[config.mk]
export PLATFORM = sky130hd
export DESIGN_NAME = vfpu_result_writeback
export DESIGN_NICKNAME = d
export VERILOG_FILES = /design/src/rtl/vfpu_result_writeback.sv
export SDC_FILE = /design/constraint.sdc
export NUM_CORES = 1
export LEC_CHECK = 0
export ABC_AREA = 1
export CAP_MARGIN = 10
export CORE_UTILIZATION = 43
export CTS_CLUSTER_DIAMETER = 80
export DETAILED_ROUTE_END_ITERATION = 8
export GPL_TIMING_DRIVEN = 1
export PLACE_DENSITY = 0.69
export SYNTH_ARGS = -nofsm -noshare
export SYNTH_HDL_FRONTEND = slang
export SYNTH_SLANG_ARGS = --single-unit
[constraint.sdc]
create_clock -name clk_i -period 7.5 [get_ports clk_i]
set_input_delay 1.5 -clock clk_i [delete_from_list [all_inputs] [get_ports clk_i]]
set_output_delay 1.5 -clock clk_i [all_outputs]
set_load 0.005 [all_outputs]
[src/rtl/vfpu_result_writeback.sv]
// vfpu_result_writeback: buffers VFPU results and stores them to TCDM.
// Define VFPU_WB_ALIGN_CHECK_EN to reject misaligned base/stride at start.
module vfpu_result_writeback #(
   parameter int unsigned DATA_WIDTH = 32,
   parameter int unsigned FIFO_DEPTH = 4,
   parameter int unsigned LEN_WIDTH  = 16
) (
   input  logic                    clk_i,
   input  logic                    rst_ni,
   input  logic                    clear_i,
   input  logic                    start_i,
   input  logic [31:0]             base_addr_i,
   input  logic [31:0]             stride_i,
   input  logic [LEN_WIDTH-1:0]    length_i,
   input  logic                    result_valid_i,
   output logic                    result_ready_o,
   input  logic [DATA_WIDTH-1:0]   result_data_i,
   input  logic [DATA_WIDTH/8-1:0] result_strb_i,
   output logic                    tcdm_req_o,
   input  logic                    tcdm_gnt_i,
   output logic [31:0]             tcdm_add_o,
   output logic                    tcdm_wen_o,
   output logic [DATA_WIDTH/8-1:0] tcdm_be_o,
   output logic [DATA_WIDTH-1:0]   tcdm_data_o,
   output logic                    busy_o,
   output logic                    done_o,
   output logic                    err_o,
   output logic [LEN_WIDTH-1:0]    words_left_o
);

   localparam int unsigned BW = DATA_WIDTH / 8;
   localparam int unsigned AW = $clog2(FIFO_DEPTH);
   localparam logic [AW:0] PONE = 1;
   localparam logic [LEN_WIDTH-1:0] LONE = 1;

   typedef enum logic [1:0] {
      IDLE,
      RUN,
      DONE
   } state_e;

   state_e               state_q, state_d;
   logic [31:0]          addr_q, addr_d;
   logic [31:0]          stride_q, stride_d;
   logic [LEN_WIDTH-1:0] left_q, left_d;
   logic [LEN_WIDTH-1:0] acc_q, acc_d;
   logic [AW:0]          wptr_q, wptr_d;
   logic [AW:0]          rptr_q, rptr_d;
   logic                 err_q, err_d;

   logic [DATA_WIDTH-1:0] data_mem [FIFO_DEPTH];
   logic [BW-1:0]         strb_mem [FIFO_DEPTH];

   logic run, full, empty, push, pop, misal;

`ifdef VFPU_WB_ALIGN_CHECK_EN
   assign misal = (base_addr_i[1:0] != 2'b00)
               || (stride_i[1:0] != 2'b00);
`else
   assign misal = 1'b0;
`endif

   assign run   = (state_q == RUN);
   assign empty = (wptr_q == rptr_q);
   assign full  = (wptr_q[AW] != rptr_q[AW])
               && (wptr_q[AW-1:0] == rptr_q[AW-1:0]);

   assign result_ready_o = run && !full && (acc_q != '0);
   assign push           = result_valid_i && result_ready_o;
   assign tcdm_req_o     = run && !empty;
   assign pop            = tcdm_req_o && tcdm_gnt_i;

   assign tcdm_add_o  = addr_q;
   assign tcdm_wen_o  = !tcdm_req_o;
   assign tcdm_be_o   = tcdm_req_o ? strb_mem[rptr_q[AW-1:0]] : '0;
   assign tcdm_data_o = tcdm_req_o ? data_mem[rptr_q[AW-1:0]] : '0;

   assign busy_o       = run;
   assign done_o       = (state_q == DONE);
   assign err_o        = err_q;
   assign words_left_o = left_q;

   // Next-state: job setup, FIFO pointers, address walk, clear override.
   always_comb begin
      state_d  = state_q;
      addr_d   = addr_q;
      stride_d = stride_q;
      left_d   = left_q;
      acc_d    = acc_q;
      wptr_d   = wptr_q;
      rptr_d   = rptr_q;
      err_d    = 1'b0;
      if (push) begin
         wptr_d = wptr_q + PONE;
         acc_d  = acc_q - LONE;
      end
      if (pop) begin
         rptr_d = rptr_q + PONE;
         addr_d = addr_q + stride_q;
         left_d = left_q - LONE;
      end
      unique case (state_q)
         IDLE: begin
            if (start_i) begin
               if (misal) begin
                  err_d = 1'b1;
               end else if (length_i == '0) begin
                  state_d = DONE;
               end else begin
                  state_d  = RUN;
                  addr_d   = base_addr_i;
                  stride_d = stride_i;
                  left_d   = length_i;
                  acc_d    = length_i;
               end
            end
         end
         RUN: begin
            if (pop && (left_q == LONE)) state_d = DONE;
         end
         DONE: state_d = IDLE;
         default: state_d = IDLE;
      endcase
      if (clear_i) begin
         state_d = IDLE;
         wptr_d  = '0;
         rptr_d  = '0;
         left_d  = '0;
         acc_d   = '0;
         err_d   = 1'b0;
      end
   end

   // State, counters and pointers.
   always_ff @(posedge clk_i or negedge rst_ni) begin
      if (!rst_ni) begin
         state_q  <= IDLE;
         addr_q   <= '0;
         stride_q <= '0;
         left_q   <= '0;
         acc_q    <= '0;
         wptr_q   <= '0;
         rptr_q   <= '0;
         err_q    <= 1'b0;
      end else begin
         state_q  <= state_d;
         addr_q   <= addr_d;
         stride_q <= stride_d;
         left_q   <= left_d;
         acc_q    <= acc_d;
         wptr_q   <= wptr_d;
         rptr_q   <= rptr_d;
         err_q    <= err_d;
      end
   end

   // Result storage; contents are masked by tcdm_req_o, so no reset.
   always_ff @(posedge clk_i) begin
      if (push) begin
         data_mem[wptr_q[AW-1:0]] <= result_data_i;
         strb_mem[wptr_q[AW-1:0]] <= result_strb_i;
      end
   end

endmodule

Yosys cells after proc, flatten, opt, wreduce, memory -nomap -nowiden
Memory sizes are Yosys's and may differ from the RTL's. Index checks and enable logic that the tools add are counted.

Register bits: 104. RAM bits: 144. Input bits: 122. Logic and storage cells: 67. Memories: 2.

Memory list: data_mem (words 4, bits a word 32, read ports 1, clocked after Yosys merged registers in 0, write ports 1, line 51) `logic [DATA_WIDTH-1:0] data_mem [FIFO_DEPTH];`; strb_mem (words 4, bits a word 4, read ports 1, clocked after Yosys merged registers in 0, write ports 1, line 52) `logic [BW-1:0] strb_mem [FIFO_DEPTH];`.

$add $sub $neg: 5. Equality and inequality tests: 8. Mux-type cells: 27. Bitwise operators: 1. Reductions and logical operators: 17.

Operators by type and width (number): 2-to-1 mux 16 bit (10); 2-to-1 mux 32 bit (5); adder 32 bit (1); subtractor 16 x 1 -> 16 bit (second input constant) (2); equality test 16 x 1 -> 1 bit (second input constant) (1); zero test 16 bit (1); nonzero test 16 bit (1); 2-to-1 mux 3 bit (4); 2-to-1 mux 2 bit (4); logical AND 1 bit (7); adder 3 x 1 -> 3 bit (second input constant) (2); 2-to-1 mux 4 bit (1); one-hot mux 2 bit (2 select lines) (1); nonzero test 2 bit (2); equality test 3 bit (1); zero test 1 bit (3); != test 3 x 2 -> 1 bit (second input constant) (1); != test 3 bit (second input constant) (1); AND reduction 3 bit (1); equality test 2 x 1 -> 1 bit (second input constant) (1); equality test 2 bit (1); equality test 2 bit (second input constant) (1); zero test 2 bit (1); 2-to-1 mux 1 bit (2); 3 further kinds (3).

Longest topological paths before layout
Gate-level depths: netlist (run 1).

Word-level depth: 11. Depth in mapped cells: 12. Gate-level depth less buffers: 12.

Worst setup path after synthesis (run 1)
OpenSTA, ideal clock, no wires.

Path kind: input -> register. Start: input result_valid_i. End: memory data_mem[0][0], enable pin. Setup time: 0.430 ns. Data arrival time: 3.349 ns. Required time: 7.070 ns. Setup slack: 3.722 ns. Cell stages on the path: 4. Path through: nand2_2 buf_6 buf_6 nor2_1.

Word-level cells in the longest chain between the ends: 3.

RTL lines: start: declaration (line 15) `input logic result_valid_i,`; logical AND 1 bit (line 69) `assign push = result_valid_i && result_ready_o;`; 2-to-1 mux 1 bit (line 159) `if (push) begin`; 2-to-1 mux 1 bit (implied by the code) (line 160) `data_mem[wptr_q[AW-1:0]] <= result_data_i;`; end: declaration (line 51).

Every way passes these cells.

Final worst setup path (run 1)
Start: register rptr_q[0]. End: output tcdm_data_o[4].

Word-level cells in the longest chain between the ends: 4. Elaborated cells on any way between the ends: 5. Those cells by class: 1 x eq/ne; 1 x mux; 2 x reduce/logical; 1 x memory.

RTL lines: start: declaration (line 48) `logic [AW:0] rptr_q, rptr_d;`; start signal: assignment (line 152) `rptr_q <= rptr_d;`; equality test 3 bit (line 64) `assign empty = (wptr_q == rptr_q);`; zero test 1 bit (line 70) `assign tcdm_req_o = run && !empty;`; logical AND 1 bit (line 70); 2-to-1 mux 32 bit (*) (line 76) `assign tcdm_data_o = tcdm_req_o ? data_mem[rptr_q[AW-1:0]] : '0;`; end: declaration (line 24) `output logic [DATA_WIDTH-1:0] tcdm_data_o,`.

Mark *: on every way between the ends. The rest lies on a longest branch, timed or not.

==> out/metrics.csv, run 1 <==
metric,value,unit
status,completed,
Post-CTS Resized,0,
hold path cells,2,
Int Pwr,3.05,mW
row cnt,64,
CTS root buf,clkbuf_16,
Rel. slew slack,27.9,%
total CTS buffers,27,
hold_buf cts,0,
clk sinks,248,
initial antenna violation count,2,
Hold Path End,stride_q[17]$_DFFE_PN0P_,
"commonest non-fill, non-tap cell in the layout",nand2_1,
Max Fclk,222,MHz
largest net degree at the start of global routing,75,
final hold vios,0,
Bufs and invs on worst path,3,
CP peak stage delay,0.62,ns
share of layout cells above drive strength 1,4.87,%
Setup crit end kind,output pin,
worst clock skew,0.00940,ns
register area share after synthesis,51.7,%
WP depth,7,
Sw Ratio,34.4,%
number of register bits inferred by synthesis,248,
Synth Net Count,1805,
Max H-tree Level,1,
vias in the first global route,11064,
period utilization,60.2,%
total track usage,22.6,%
GRT Residual Overflow,0,
Syn. warnings,0,
worst hold-check path type,reg2reg,
crit path cell chain,"buf_4, xnor2_1, nand3_1, nand2_1, buf_4, a21oi_1, clkdlybuf4s50_1",
crit path launch type,flip-flop,
Leakage,7.40,nW
Reg2Reg Depth,8,
area post-placement,15800,µm²
maximum VDD drop,0.000165,V
CP max FO,74,
Hold Crit Start,stride_q[17]$_DFFE_PN0P_,
measured slew at the worst slew-check pin,1.08,ns
"commonest non-fill, non-tap cells in the layout","nand2_1, nor2_1, clkdlybuf4s50_1",
Final TNS setup,0,ns
Max Slew Vio Count,0,
clk slew on worst S/H paths,0.06,ns
critical path's top delay family,buffers and inverters,
Avg WL per Cell,15.9,µm
Critical R2R Launch,rptr_q[0]$_DFFE_PN0P_,
Area Growth Syn to Fin,25.1,%
Clk pwr share,30.1,%
DRT Pass-1 Iters,5,
sequential share of power,36.5,%
Post-Synthesis Cells,1642,
RD Place Congestion,0.912,
DIE HEIGHT,179,µm
syn_area_per_cell,8.16,µm²
Worst Path Arrival,3.01,ns
Worst path most repeated cell,buf_4,
slowest stage cell on the critical path,buf_4,
reg2reg end,data_mem[3][1]$_DFFE_PP_,
Die Footprint,31900,µm²
Die Wd,179,µm
Power Dens Cells,277,nW/µm²
DRC errors left,0,
Core Box Area,30600,µm²
CTS tree,yes,
RSZ-0062 raised after global routing,false,
synth unique cells,42,
IO Pins,212,
Final setup viols,0,
CTS max path bufs,3,
post-synthesis cell area,13400,µm²
1st-iter DRT viols,629,
power share of the combinational group,33.4,%
Worst-Skew Late Latency,0.55,ns
HPWL Detailed,24.7,mm
first-pass GRT wire length,56.6,mm
R2R Setup Slk,4.32,ns
Total Wirelength,35.7,mm
Crit Path Category,reg2out,
ANT nets after route,0,
Nets,1992,
minimum clock period,4.51,ns
vias,11353,
Vias/cell,5.05,
Post-CTS Setup Inserts,0,
Port Buffers,210,
starting density of the core,43.8,%
max-cap violation count,0,
"Design Area, Final",16800,µm²
worst endpoint required time,6.00,ns
Net Sw Power,1.60,mW
==> stage by stage <==
stage | instances | hold WS [ns] | utilization, % | setup WS (ns) | total power [mW]
2_1_floorplan | 1642 | 0.453 | - | 3.72 | 2.73
3_3_place_gp | 2196 | 0.468 | 51.7 | 3.38 | 3.25
3_5_place_dp | 2196 | 0.473 | 51.7 | 3.26 | 3.27
4_1_cts | 2245 | 0.492 | 54.8 | 2.96 | 4.68
5_1_grt | 2247 | 0.520 | 54.8 | 2.84 | 4.96
6_report | 2247 | 0.489 | 54.8 | 2.99 | 4.65
==> Yosys cell counts <==
cell type	number	area, µm²
ha_1	40	500
nor2_4	1	11.3
o41ai_1	1	8.76
edfxtp_1	144	4320
xor2_1	29	254
buf_2	23	115
buf_4	2	15.0
o31ai_1	1	7.51
nand2_1	447	1680
nor3b_2	2	25.0
a21oi_1	105	526
nand3_1	63	315
nand4_1	4	25.0
nand2_2	12	75.1
xnor2_1	17	149
and2_1	1	6.26
fa_1	1	20.0
a211oi_1	1	7.51
inv_2	3	11.3
a21oi_2	9	78.8
nor2_1	271	1020
nor2_2	3	18.8
nor4_1	1	6.26
nor3_1	13	65.1
clkinv_1	1	3.75
nand3b_1	4	30.0
o21ai_1	9	45.0
conb_1	1	3.75
o21bai_1	3	22.5
a211oi_2	1	12.5
nand3_2	1	10.0
buf_1	7	26.3
or2_2	1	6.26
o211ai_1	4	30.0
a21o_1	1	7.51
a31oi_1	1	6.26
o21ai_0	116	581
clkbuf_1	27	101
dfrtp_1	104	2600
and3b_1	1	8.76
buf_6	3	33.8
inv_1	163	612
==> registers in the layout (all words and copies together), names as in the netlist <==
signal,flops
data_mem,128
stride_q,32
tcdm_add_o,32
acc_q,16
strb_mem,16
words_left_o,16
rptr_q,3
wptr_q,3
state_q,2
==> worst min-delay path, cell delays in order, from the launching register on <==
cell,delay [ns]
dfrtp_1,0.35
nand2_1,0.06
nand2_1,0.06
==> cells by family after synthesis <==
| family | Yosys count | share of synthesized area [%] |
|---|---|---|
| AOI/OAI and AO/OA | 252 | 9.94 |
| adders and majority gates | 41 | 3.88 |
| other | 1 | 0.0280 |
| buffers and inverters | 229 | 6.85 |
| and+or+nand+nor | 825 | 24.6 |
| DFF | 248 | 51.7 |
| xor gates and xnor gates | 46 | 3.01 |
==> layout make-up <==
| cell class | count | area, µm² |
|---|---|---|
| Sequential cell | 248 | 6930 |
| Tap cell | 396 | 495 |
| Multi-Input combinational cell | 1165 | 5600 |
| Clock buffer | 30 | 697 |
| Fill cell | 2851 | 13800 |
| Clock inverter | 19 | 235 |
| Timing Repair Buffer | 220 | 2170 |
| Antenna cell | 2 | 5.00 |
| Inverter | 167 | 627 |
==> worst max-delay path by stage <==
stage	to	slack [ns]	start
after floorplan	data_mem[0][0]$_DFFE_PP_	3.72	result_valid_i
after global placement	acc_q[1]$_DFF_PN0_	3.38	length_i[8]
after detailed placement	acc_q[2]$_DFF_PN0_	3.26	length_i[10]
after CTS	tcdm_data_o[22]	2.96	rptr_q[0]$_DFFE_PN0P_
after global routing	tcdm_data_o[31]	2.84	rptr_q[0]$_DFFE_PN0P_
final	tcdm_data_o[4]	2.99	rptr_q[0]$_DFFE_PN0P_
==> power by group through the flow <==
stage	clock network, mW	registers (mW)	logic [mW]
floorplan	0	1.69	1.04
global placement	0	1.72	1.53
detailed placement	0	1.72	1.55
CTS	1.43	1.70	1.56
global route	1.48	1.71	1.76
finish	1.40	1.70	1.55
==> routing by layer <==
metal / part of all wire, % / GRT usage [%] / wire (µm) / vias to the layer above
li1: - / - / - / 5669
met1: 43 / 29.0 / 15500 / 5281
met2: 47 / 38.6 / 16900 / 329
met3: 6.1 / 3.67 / 2160 / 74
met4: 3.1 / 7.42 / 1110 / 0
met5: 0 / 0 / 0 / -
No activity file was read; power rests on OpenSTA's default activity.
==> run 2: changes to the inputs <==
==> constraint.sdc (replaced) <==
create_clock -name clk_i -period 4.5 [get_ports clk_i]
set_input_delay 0.9 -clock clk_i [delete_from_list [all_inputs] [get_ports clk_i]]
set_output_delay 0.9 -clock clk_i [all_outputs]
set_load 0.005 [all_outputs]
==> run 2 against run 1 <==
Setup slack worse by 2.3 ns. Cell area down 0.13%. First-iteration DRC count up 7.9%. Largest cell class unchanged.
==> out/metrics.csv, run 2 (synthesis gave the netlist of run 1 again) <==
metric,value,unit
Post-CTS Setup Inserts,0,
CP peak stage delay,0.60,ns
Worst-Skew Late Latency,0.55,ns
max FFs per register,128,
R2R Setup Slk,1.31,ns
DRT Pass-1 Iters,5,
clk sinks,248,
hold_buf cts,0,
IO Pins,212,
Crit Path Category,reg2out,
vias in the first global route,11122,
pre-CTS WS,1.17,ns
Final setup viols,0,
1st-iter DRT viols,679,
worst hold-check path type,in2async,
Die Wd,179,µm
vias,11483,
Setup crit end kind,output pin,
"commonest non-fill, non-tap cells in the layout","nand2_1, nor2_1, clkdlybuf4s50_1",
first-pass GRT wire length,56.4,mm
Non-Filler Instances,2251,
starting density of the core,43.8,%
share of layout cells above drive strength 1,5.08,%
worst clock skew,0.0162,ns
Total Wirelength,35.9,mm
crit path launch type,flip-flop,
Die Footprint,31900,µm²
Bufs and invs on worst path,4,
DIE HEIGHT,179,µm
clk slew on worst S/H paths,0.06,ns
measured slew at the worst slew-check pin,0.984,ns
Port Buffers,210,
CTS max path bufs,3,
final hold vios,0,
Final TNS setup,0,ns
maximum VDD drop,0.000298,V
critical path's top delay family,buffers and inverters,
Area Growth Syn to Fin,24.9,%
Power Dens Cells,453,nW/µm²
Nets,1996,
CP max FO,74,
Core Box Area,30600,µm²
minimum clock period,3.82,ns
slowest stage cell on the critical path,buf_4,
HPWL Detailed,25.3,mm
total CTS buffers,27,
Leakage,7.40,nW
Worst Path Arrival,2.92,ns
Worst path most repeated cell,buf_4,
"commonest non-fill, non-tap cell in the layout",nand2_1,
Avg WL per Cell,15.9,µm
period utilization,84.9,%
total track usage,22.5,%
worst endpoint required time,3.60,ns
Max Slew Vio Count,0,
CTS tree,yes,
CTS root buf,clkbuf_16,
Rel. slew slack,34.2,%
Vias/cell,5.10,
dpl cells,2200,
Fillers,2795,
largest net degree at the start of global routing,75,
crit path cell chain,"buf_4, xnor2_1, nand3_1, nand2_1, buf_4, inv_1, clkdlybuf4s50_1",
Max H-tree Level,1,
Worst Slack Setup Final,0.679,ns
RD Place Congestion,0.937,
RSZ-0062 raised after global routing,false,
status,completed,
Post-CTS Resized,0,
initial antenna violation count,3,
ANT nets after route,0,
row cnt,64,
Max Fclk,262,MHz
DRC errors left,0,
max-cap violation count,0,
GRT Residual Overflow,0,
## run 2: changes by cell type in the layout (fill, tap and decap cells not counted)
cell        previous run  this run
bufinv_16              5         2
clkbuf_1               2         8
diode_2                2         3
buf_4                 11        14
clkinv_1               8         1
clkinvlp_4             2         0
clkbuf_8               1         3
clkinv_2               3         6
buf_12                 0         1
## run 2: where the power goes
part,internal (mW),switching [mW]
Combinational,1.05,1.54
Sequential,2.64,0.195
Clock,1.27,0.895
## run 2: area by class of cell
| type | count | area (µm²) | share of cell area [%] |
|---|---|---|---|
| inverters | 167 | 627 | 3.74 |
| clock buffers | 38 | 747 | 4.46 |
| diodes | 3 | 7.51 | 0.0448 |
| repair buffers | 224 | 2220 | 13.2 |
| multi-input cells | 1165 | 5600 | 33.5 |
| clock inverters | 10 | 119 | 0.710 |
| flip-flops and latches | 248 | 6930 | 41.4 |
| well taps | 396 | 495 | 2.96 |
## run 2: routing by layer
| metal | part of all wire [%] | vias up | GRT usage [%] |
|---|---|---|---|
| li1 | - | 5684 | - |
| met1 | 43 | 5373 | 28.6 |
| met2 | 47 | 355 | 38.0 |
| met3 | 6.6 | 71 | 3.94 |
| met4 | 3.6 | 0 | 8.72 |
| met5 | 0 | - | 0 |
## run 2: final timing paths
kind                                             end  cells past startpoint                     start
max                                       tcdm_req_o                      7     rptr_q[0]$_DFFE_PN0P_
min                        words_left_o[6]$_DFF_PN0_                      1                    rst_ni
max reg2reg                  tcdm_add_o[6]$_DFF_PN0_                     10     rptr_q[0]$_DFFE_PN0P_
min reg2reg                 stride_q[25]$_DFFE_PN0P_                      2  stride_q[25]$_DFFE_PN0P_
max in group asynchronous   stride_q[21]$_DFFE_PN0P_                      2                    rst_ni
min in group clk_i          stride_q[25]$_DFFE_PN0P_                      2  stride_q[25]$_DFFE_PN0P_
## run 2: worst register-to-register path: cells and delay by family, from the launching register on
| family | cells | cell delay, ns |
|---|---|---|
| buffers and inverters | 3 | 1.14 |
| XOR/XNOR | 1 | 0.23 |
| flip-flops | 1 | 0.36 |
| AO/OA/AOI/OAI | 2 | 0.28 |
| AND/OR/NAND/NOR | 4 | 1.06 |
## run 2: through the flow
step	instance area (µm²)	util (%)	hold slack, ns	power, mW
2_1_floorplan	13400	-	0.453	4.55
3_3_place_gp	15900	51.9	0.471	5.40
3_5_place_dp	15900	51.9	0.473	5.45
4_1_cts	16700	54.7	0.258	7.64
5_1_grt	16700	54.7	0.286	8.09
6_report	16700	54.7	0.269	7.59
